**src/rtl/int_ctrl_mux_if.sv**
```systemverilog
// Register-side bundle of int_ctrl_mux: source flags, configuration, status and pins.
interface int_ctrl_mux_if #(
  parameter int unsigned NW = 16,
  parameter int unsigned NO = 2,
  parameter int unsigned IW = $clog2(NW)
);
  logic [NW-1:0]    int_src;
  logic [NW-1:0]    rg_int_enable;
  logic [NW-1:0]    rg_int_clr;
  logic [NW*NO-1:0] rg_int_route;
  logic [NO-1:0]    rg_out_low_en;
  logic [NO-1:0]    rg_out_level_en;
  logic [NO*11-1:0] rg_int_width;
  logic [NO*6-1:0]  rg_cold_time;
  logic [NW-1:0]    int_status;
  logic [NW-1:0]    int_ovf;
  logic             int_pend_vld;
  logic [IW-1:0]    int_pend_id;
  logic [NO-1:0]    int_out;

  // Register block / source side.
  modport master (
    output int_src, rg_int_enable, rg_int_clr, rg_int_route,
           rg_out_low_en, rg_out_level_en, rg_int_width, rg_cold_time,
    input  int_status, int_ovf, int_pend_vld, int_pend_id, int_out
  );

  // Controller side.
  modport slave (
    input  int_src, rg_int_enable, rg_int_clr, rg_int_route,
           rg_out_low_en, rg_out_level_en, rg_int_width, rg_cold_time,
    output int_status, int_ovf, int_pend_vld, int_pend_id, int_out
  );
endinterface

```
**src/rtl/int_ctrl_mux.sv**
```systemverilog
// Multi-output interrupt controller: edge capture into sticky status/overflow,
// per-output routing with level or pulse/cold-time generation.
module int_ctrl_mux #(
  parameter int unsigned NW = 16,
  parameter int unsigned NO = 2,
  parameter int unsigned IW = $clog2(NW)
) (
  input  logic          clk_32k,
  input  logic          rst_n,
  int_ctrl_mux_if.slave bus
);

  localparam int unsigned CW = 11;  // pulse / cold counter width
  localparam int unsigned TW = 6;   // cold time code width

  typedef enum logic [1:0] {
    ST_IDLE   = 2'd0,
    ST_ASSERT = 2'd1,
    ST_COLD   = 2'd2
  } state_e;

  logic [NW-1:0] src_d1_q;
  logic [NW-1:0] status_q, status_d;
  logic [NW-1:0] ovf_q, ovf_d;
  logic [NW-1:0] req_c;
  logic [NW-1:0] en_stat_c;
  logic [IW-1:0] pend_id_c;

  logic [NO-1:0] level_q;
  logic [NO-1:0] mode_chg_c;
  logic [NO-1:0] pend_c;
  logic [NO-1:0] act_q, act_d;
  state_e        state_q [NO];
  state_e        state_d [NO];
  logic [CW-1:0] cnt_q   [NO];
  logic [CW-1:0] cnt_d   [NO];
  logic [CW-1:0] width_c [NO];
  logic [CW-1:0] cold_m1_c [NO];

  assign req_c      = bus.int_src & ~src_d1_q;
  assign en_stat_c  = status_q & bus.rg_int_enable;
  assign mode_chg_c = bus.rg_out_level_en ^ level_q;

  // Set wins over clear for status; overflow set also wins over clear.
  always_comb begin
    status_d = req_c | (status_q & ~bus.rg_int_clr);
    ovf_d    = (req_c & status_q) | (ovf_q & ~bus.rg_int_clr);
  end

  // Lowest-index pending enabled source.
  always_comb begin
    pend_id_c = '0;
    for (int i = int'(NW) - 1; i >= 0; i--) begin
      if (en_stat_c[i]) pend_id_c = IW'(i);
    end
  end

  // Per-output pending, pulse width and last cold count (cold = (code+1)*32).
  for (genvar g = 0; g < int'(NO); g++) begin : g_out
    assign pend_c[g]    = |(en_stat_c & bus.rg_int_route[g*NW +: NW]);
    assign width_c[g]   = bus.rg_int_width[g*CW +: CW];
    assign cold_m1_c[g] = {bus.rg_cold_time[g*TW +: TW], 5'h1f};
  end

  // Source edge detect, sticky status and overflow.
  always_ff @(posedge clk_32k or negedge rst_n) begin
    if (!rst_n) begin
      src_d1_q <= '0;
      status_q <= '0;
      ovf_q    <= '0;
    end else begin
      src_d1_q <= bus.int_src;
      status_q <= status_d;
      ovf_q    <= ovf_d;
    end
  end

  // Output FSM state, counters and active flags.
  always_ff @(posedge clk_32k or negedge rst_n) begin
    if (!rst_n) begin
      level_q <= '0;
      act_q   <= '0;
      for (int o = 0; o < int'(NO); o++) begin
        state_q[o] <= ST_IDLE;
        cnt_q[o]   <= '0;
      end
    end else begin
      level_q <= bus.rg_out_level_en;
      act_q   <= act_d;
      for (int o = 0; o < int'(NO); o++) begin
        state_q[o] <= state_d[o];
        cnt_q[o]   <= cnt_d[o];
      end
    end
  end

  // Output FSM next state: mode change resets, level follows pend, pulse runs ASSERT/COLD.
  always_comb begin
    act_d   = act_q;
    state_d = state_q;
    cnt_d   = cnt_q;
    for (int o = 0; o < int'(NO); o++) begin
      if (mode_chg_c[o]) begin
        state_d[o] = ST_IDLE;
        cnt_d[o]   = '0;
        act_d[o]   = 1'b0;
      end else if (bus.rg_out_level_en[o]) begin
        state_d[o] = ST_IDLE;
        cnt_d[o]   = '0;
        act_d[o]   = pend_c[o];
      end else begin
        case (state_q[o])
          ST_IDLE: begin
            act_d[o] = 1'b0;
            cnt_d[o] = '0;
            if (pend_c[o]) begin
              state_d[o] = ST_ASSERT;
              act_d[o]   = 1'b1;
            end
          end
          ST_ASSERT: begin
            if (!pend_c[o] || (cnt_q[o] == width_c[o])) begin
              state_d[o] = ST_COLD;
              act_d[o]   = 1'b0;
              cnt_d[o]   = '0;
            end else begin
              cnt_d[o] = cnt_q[o] + CW'(1);
            end
          end
          ST_COLD: begin
            act_d[o] = 1'b0;
            if (cnt_q[o] == cold_m1_c[o]) begin
              state_d[o] = ST_IDLE;
              cnt_d[o]   = '0;
            end else begin
              cnt_d[o] = cnt_q[o] + CW'(1);
            end
          end
          default: begin
            state_d[o] = ST_IDLE;
            cnt_d[o]   = '0;
            act_d[o]   = 1'b0;
          end
        endcase
      end
    end
  end

  assign bus.int_status   = status_q;
  assign bus.int_ovf      = ovf_q;
  assign bus.int_pend_vld = |en_stat_c;
  assign bus.int_pend_id  = pend_id_c;
  assign bus.int_out      = act_q ^ bus.rg_out_low_en;

endmodule
```
**src/flat_wrapper.sv**
```systemverilog
// flat-port wrapper written by rule: the top's interface ports become plain ports
module int_ctrl_mux_flat 
#(
  parameter int unsigned NW = 16,
  parameter int unsigned NO = 2,
  parameter int unsigned IW = $clog2(NW)
)
  (clk_32k, rst_n, bus_int_src, bus_rg_int_enable, bus_rg_int_clr, bus_rg_int_route, bus_rg_out_low_en, bus_rg_out_level_en, bus_rg_int_width, bus_rg_cold_time, bus_int_status, bus_int_ovf, bus_int_pend_vld, bus_int_pend_id, bus_int_out);
  int_ctrl_mux_if #(.NW(NW), .NO(NO), .IW(IW)) bus_i ();
  input  logic clk_32k;
  input  logic rst_n;
  input wire logic [$bits(bus_i.int_src)-1:0] bus_int_src;
  input wire logic [$bits(bus_i.rg_int_enable)-1:0] bus_rg_int_enable;
  input wire logic [$bits(bus_i.rg_int_clr)-1:0] bus_rg_int_clr;
  input wire logic [$bits(bus_i.rg_int_route)-1:0] bus_rg_int_route;
  input wire logic [$bits(bus_i.rg_out_low_en)-1:0] bus_rg_out_low_en;
  input wire logic [$bits(bus_i.rg_out_level_en)-1:0] bus_rg_out_level_en;
  input wire logic [$bits(bus_i.rg_int_width)-1:0] bus_rg_int_width;
  input wire logic [$bits(bus_i.rg_cold_time)-1:0] bus_rg_cold_time;
  output wire logic [$bits(bus_i.int_status)-1:0] bus_int_status;
  output wire logic [$bits(bus_i.int_ovf)-1:0] bus_int_ovf;
  output wire logic [$bits(bus_i.int_pend_vld)-1:0] bus_int_pend_vld;
  output wire logic [$bits(bus_i.int_pend_id)-1:0] bus_int_pend_id;
  output wire logic [$bits(bus_i.int_out)-1:0] bus_int_out;
  assign bus_i.int_src = bus_int_src;
  assign bus_i.rg_int_enable = bus_rg_int_enable;
  assign bus_i.rg_int_clr = bus_rg_int_clr;
  assign bus_i.rg_int_route = bus_rg_int_route;
  assign bus_i.rg_out_low_en = bus_rg_out_low_en;
  assign bus_i.rg_out_level_en = bus_rg_out_level_en;
  assign bus_i.rg_int_width = bus_rg_int_width;
  assign bus_i.rg_cold_time = bus_rg_cold_time;
  assign bus_int_status = bus_i.int_status;
  assign bus_int_ovf = bus_i.int_ovf;
  assign bus_int_pend_vld = bus_i.int_pend_vld;
  assign bus_int_pend_id = bus_i.int_pend_id;
  assign bus_int_out = bus_i.int_out;
  int_ctrl_mux #(.NW(NW), .NO(NO), .IW(IW)) u_core (.clk_32k(clk_32k), .rst_n(rst_n), .bus(bus_i));
endmodule
```
**config.mk**
```make
export PLATFORM = sky130hd
export DESIGN_NAME = int_ctrl_mux_flat
export DESIGN_NICKNAME = d
export VERILOG_FILES = /design/src/rtl/int_ctrl_mux_if.sv /design/src/rtl/int_ctrl_mux.sv /design/src/flat_wrapper.sv
export SDC_FILE = /design/constraint.sdc
export NUM_CORES = 1
export LEC_CHECK = 0
export CORE_MARGIN = 2
export CORE_UTILIZATION = 44
export CTS_BUF_LIST = sky130_fd_sc_hd__clkbuf_4 sky130_fd_sc_hd__clkbuf_8 sky130_fd_sc_hd__clkbuf_16
export CTS_CLUSTER_DIAMETER = 30
export DETAILED_ROUTE_END_ITERATION = 10
export GPL_ROUTABILITY_DRIVEN = 0
export PLACE_DENSITY = 0.81
export SKIP_LAST_GASP = 1
export SLEW_MARGIN = 15
export SYNTH_ARGS = -nofsm -noshare
export SYNTH_HDL_FRONTEND = slang
export SYNTH_SLANG_ARGS = --single-unit
```
**constraint.sdc**
```tcl
create_clock -name clk_32k -period 2.3 [get_ports clk_32k]
set_clock_uncertainty 0.1 [all_clocks]
set_input_delay 0.46 -clock clk_32k [delete_from_list [all_inputs] [get_ports clk_32k]]
set_output_delay 0.46 -clock clk_32k [all_outputs]
set_load 0.02 [all_outputs]
```
==> results.md, run 1 <==
- # diodes: 0
- Crit Path Category: flip-flop to primary output
- Final hold violation count: 0
- Via-to-Cell Ratio: 5.32
- Max-Cap Viols: 0
- Largest net degree at the start of global routing: 42
- Post-synth EDFFs: 0
- Layout cell share with drive strength beyond 1: 14.1%
- DR iter-0 viols: 147
- Simple-Gate Fraction of Synth Area: 19.4%
- Initial Utilization: 45.8%
- Maximum VDD drop: 0.357 mV
- Grt met2 use: 44.6%
- GRT Residual Overflow: 0
- Critical Path AT: 1.81 ns
- Vias: 3891
- Post-Route WL: 12300 um
- WL/cell: 16.8 um
- Post-Synthesis Net Count: 544
- CP Data Required Time: 1.74 ns
- Status: finished, violations left
- Post-synthesis adder-cell area fraction: 3.10%
- Worst-skew pair later-pin latency: 0.35 ns
- Dpl hpwl: 9890 um
- # IOs: 159
- #FFs+latches synth: 78
- Count leader, synth: dfrtp_1
- R2R Setup Slk: 0.24 ns
- Drt pass-1 iters: 4
- CP Capture Type: primary output
- Pwr Density: 555 nW/um2
- Worst slew margin: 65.8%
- DIE AREA: 9940 um2
- Antenna viol nets, final: 0
- Nets: 749
- Finish-stage setup viols: 1
- Power Total: 3.46 mW
- Met3 usage: 8.92%
- Clock Sinks: 78
- Final min period: 2.37 ns
- Area leader, netlist: dfrtp_1
- Tightest Pin Transition: 0.513 ns
- Post-Place Setup Slack: -0.644 ns
- RSZ-0062 raised after global routing: true
- Xor/xnor cell area share of the yosys netlist: 11.3%
- Synth Flop Type: dfrtp_1
- Most Used Layer, Global Route: met2
- CTS Buffer Depth: 2
- Startpoint Class: flip-flop
- Syn_area_per_cell: 9.73 um2
- H-tree depth: 3
- DRC: 0
- Total GRT Usage: 25.8%
- Num CTS Buffers: 9
- Share of the synthesized area in the top cell type: 48.4%
- Vias in the first global route: 4255
- Clk root buf: clkbuf_8
- Fin util: 70.8%
- Port buffer count: 158
- Initial antenna violation count: 0
- First-pass GRT wire length: 19900 um
- Async S/R FF share, synth: 100%
- Worst hold margin: 0.363 ns
- Tcrit/Tclk final: 103%
- Width of the die: 99.7 um
- Final slew viol count: 0
- Post-synthesis compound-gate area fraction: 10.8%
- Core Box Area: 8810 um2
- Synth Instances: 414
- Row count: 34
- Synth cell count leaders: dfrtp_1, inv_1, nand3_1
- Failing checks: negative setup slack
- FILL cells: 654
- FMAX: 0.422 GHz
- Register area share after synthesis: 48.4%
- CTS tree: built
- Top post-synthesis cells by area: dfrtp_1, xnor2_1, inv_1
- Vert. Die Dim: 99.7 um
- Post-synthesis mux area share: 0.993%
- Lkg Pwr: 2.68 nW
- YS warnings: 0
- Largest family of logic cells by synthesized area: simple AND/OR/NAND/NOR gates
- Cell variety after synth: 40
- Hold Path Class: flip-flop to flip-flop
- Area Overhead vs Synth: 54.7%
- Final worst setup slack: -0.0685 ns
- Crit-path max FO: 3
- Clk slew on worst S/H paths: 0.08 ns
- Met1 Track Usage GR: 29.0%
- Mapped cell area: 4030 um2
## through the flow
step           area, um2  cells  setup TNS, ns
2_1_floorplan       4030    414              0
3_3_place_gp        6010    713          -5.12
3_5_place_dp        6010    713          -5.98
4_1_cts             6210    730        -0.0559
5_1_grt             6240    732         -0.213
6_report            6240    732        -0.0685
## final cells by class
type,count,area (um2),area share [%]
clock buffer,10,131,2.11
clock inverter,6,62.6,1.00
inverter,55,206,3.31
multi-input combinational,275,1860,29.8
sequential,78,1950,31.3
tap,108,135,2.17
timing repair buffer,200,1890,30.3
## registers in the layout (all words and copies together), names as in the netlist
name                   cells
u_core.cnt_q              22
u_core.state_q             4
u_core.level_q             2
u_core.bus.int_ovf        16
u_core.bus.int_status     16
u_core.act_q               2
u_core.src_d1_q           16
## critical path, cell delays in order (launching register included)
cell and delay, ns:
dfrtp_1 0.40, nand2_2 0.09, a32o_1 0.23, a22oi_1 0.13
o21ai_1 0.10, a21oi_1 0.18, a32oi_1 0.14, buf_4 0.18
## power breakdown
group | internal (mW) | leakage [nW] | switching [mW] | total (mW)
Combinational | 0.492 | 1.58 | 0.434 | 0.925
Sequential | 1.45 | 1.00 | 0.0616 | 1.51
Clock | 0.510 | 0.0917 | 0.518 | 1.03
## repair_timing
item	in CTS	in global routing
buffers inserted	0	2
resized for setup	35	8
endpoints found under the hold margin	35	0
pin swaps	8	13
hold buffers	1	0
endpoints found under the setup margin	5	5
## layer usage
layer  wire (um)  vias to the layer above  share of wire [%]
met5           0                        -                  0
met4         313                        0                2.5
met3        1010                       22                8.2
met2        6260                      154                 51
met1        4720                     1876                 38
li1            -                     1839                  -
## path summary, 6_finish.rpt
| check | cells past startpoint | startpoint | to |
|---|---|---|---|
| hold / removal | 1 | u_core.src_d1_q[14]$_DFF_PN0_ | u_core.bus.int_status[14]$_DFF_PN0_ |
| hold reg to reg | 1 | u_core.src_d1_q[14]$_DFF_PN0_ | u_core.bus.int_status[14]$_DFF_PN0_ |
| max in group asynchronous | 3 | rst_n | u_core.bus.int_status[2]$_DFF_PN0_ |
| setup reg to reg | 7 | u_core.bus.int_status[5]$_DFF_PN0_ | u_core.state_q[0]$_DFFE_PN0P_ |
| min in group asynchronous | 2 | rst_n | u_core.cnt_q[20]$_DFF_PN0_ |
| setup / recovery | 7 | u_core.bus.int_status[14]$_DFF_PN0_ | bus_int_pend_id[0] |
## cells by family after synthesis
logic type | count (synthesis)
buffers and inverters | 61
AOI/OAI and AO/OA | 56
DFF | 78
adders and majority gates | 10
xor gates and xnor gates | 52
muxes | 4
and+or+nand+nor | 153
## layout by cell type, fill, tap and decap left out, types with 16 or more instances in the layout
master | netlist | layout
o32ai_1 | 16 | 16
dfrtp_1 | 78 | 78
nor2_1 | 34 | 34
inv_1 | 55 | 55
nand3_1 | 41 | 41
buf_4 | 0 | 42
xnor2_1 | 37 | 37
o22ai_1 | 16 | 16
clkdlybuf4s50_1 | 0 | 142
nand2_1 | 37 | 32
nand4_1 | 20 | 20
No activity file was read; power rests on OpenSTA's default activity.
==> run 2, diff against run 1 <==
Settings changed: CTS_CLUSTER_DIAMETER 30 to 150.
Clock period 2.3 ns to 2.63 ns, I/O delays scaled along.
==> results.md, run 2 (synthesis gave the netlist of run 1 again) <==
- CTS tree: built
- Hold Path Class: primary input to async pin
- Drt pass-1 iters: 5
- Dpl hpwl: 9830 um
- Tcrit/Tclk final: 98.3%
- First-pass GRT wire length: 19700 um
- Width of the die: 99.7 um
- Worst-skew pair later-pin latency: 0.34 ns
- GRT Residual Overflow: 0
- CTS Buffer Depth: 2
- Antenna viol nets, final: 0
- Critical path's slowest cell: clkdlybuf4s50_1
- Most frequent cells in the layout: clkdlybuf4s50_1, dfrtp_1, inv_1
- # diodes: 0
- Nets: 738
- Setup TNS: 0 ns
- Top reg by flops: u_core.cnt_q
- Vert. Die Dim: 99.7 um
- Num CTS Buffers: 9
- RSZ-0062 raised after global routing: true
- Max FFs per register: 22
- Worst hold margin: 0.229 ns
- Most common cell after layout, fill and taps aside: clkdlybuf4s50_1
- Maximum VDD drop: 0.282 mV
- CP Data Required Time: 2.00 ns
- Vias in the first global route: 4227
- # IOs: 159
- Crit Path Category: primary input to primary output
- Lkg Pwr: 2.60 nW
- H-tree depth: 3
- Post-Place Setup Slack: -0.497 ns
- Row count: 34
- Critical Path Max Stage Delay: 0.46 ns
- FMAX: 0.387 GHz
- WL/cell: 17.1 um
- Fin util: 69.8%
- Pwr Density: 495 nW/um2
- Tightest Pin Transition: 0.998 ns
- Initial Utilization: 45.8%
- Worst slew margin: 33.5%
- CP Capture Type: primary output
- Clock Sinks: 78
- Final worst setup slack: 0.0459 ns
- Final hold violation count: 0
- Crit path depth: 7
- Total GRT Usage: 25.5%
- Clk root buf: clkbuf_8
- Area Overhead vs Synth: 52.5%
- Max-Cap Viols: 0
- Crit-path max FO: 3
- Vias: 3831
- DR iter-0 viols: 173
- Final slew viol count: 0
- Largest net degree at the start of global routing: 79
- Clk slew on worst S/H paths: 0.09 ns
- Port buffer count: 158
- Initial antenna violation count: 0
- CP top delay family: compound AO/OA/AOI/OAI gates
- Layout cell share with drive strength beyond 1: 11.6%
- Critical Path AT: 1.96 ns
- Power Total: 3.04 mW
- Via-to-Cell Ratio: 5.31
- CP Cell Sequence: clkdlybuf4s50_1, a32o_1, a22oi_1, o21ai_0, a21oi_1, a32oi_1, buf_4
- Cells on worst reg2reg path: 7
- Post-Route WL: 12300 um
- DIE AREA: 9940 um2
- FILL cells: 679
- Status: finished, final reports clean
- Core Box Area: 8810 um2
- Finish-stage setup viols: 0
- Final min period: 2.58 ns
- Bufs and invs on worst path: 2
- Hold_buf cts: 0
- Startpoint Class: primary input
- DRC: 0
==> run 2: cell count changes in the layout (fill, tap and decap cells not counted), moves of 2 or more <==
cell | before | now
clkdlybuf4s50_1 | 142 | 150
buf_2 | 4 | 0
dlygate4sd2_1 | 6 | 2
nand2_1 | 32 | 36
dlymetal6s2s_1 | 4 | 2
nand2_2 | 7 | 3
buf_4 | 42 | 34
==> run 2: final timing paths <==
kind	from	endpoint	slack, ns
min	rst_n	u_core.cnt_q[21]$_DFF_PN0_	0.23
max in group asynchronous	rst_n	u_core.bus.int_ovf[7]$_DFF_PN0_	1.54
min reg2reg	u_core.src_d1_q[5]$_DFF_PN0_	u_core.bus.int_status[5]$_DFF_PN0_	0.36
min in group clk_32k	u_core.src_d1_q[5]$_DFF_PN0_	u_core.bus.int_status[5]$_DFF_PN0_	0.36
max reg2reg	u_core.bus.int_status[15]$_DFF_PN0_	u_core.state_q[0]$_DFFE_PN0P_	0.62
max	bus_rg_int_enable[15]	bus_int_pend_id[0]	0.05
==> run 2: per-layer routing <==
metal / wire length (um) / global-route usage (%) / vias up
met5: 0 / 0 / -
met4: 313 / 10.3 / 0
met3: 967 / 5.83 / 26
met2: 6280 / 45.3 / 161
met1: 4770 / 29.8 / 1831
li1: - / - / 1813
==> run 2: report_power, final <==
| group | leakage [nW] | switching (mW) | total (mW) | internal, mW |
|---|---|---|---|---|
| logic | 1.50 | 0.368 | 0.783 | 0.415 |
| clock network | 0.0990 | 0.458 | 0.934 | 0.476 |
| registers | 1.00 | 0.0585 | 1.32 | 1.27 |
==> run 2: through the flow <==
stage | cells | cell area, um2
floorplan | 414 | 4030
global placement | 705 | 5940
detailed placement | 705 | 5940
CTS | 721 | 6140
global route | 721 | 6150
finish | 721 | 6150
==> run 2: final cells by class <==
class	instances	area, um2	share of cell area [%]
flip-flops and latches	78	1950	31.8
inverters	55	206	3.36
clock buffers	11	145	2.36
well taps	108	135	2.20
multi-input cells	275	1850	30.0
repair buffers	189	1800	29.4
clock inverters	5	58.8	0.957
==> run 2: what timing repair did <==
action | 4_1_cts | 5_1_grt
buffers inserted | 0 | 0
setup endpoints to repair | 5 | 4
pin swaps | 0 | 6
gates resized for setup | 10 | 12
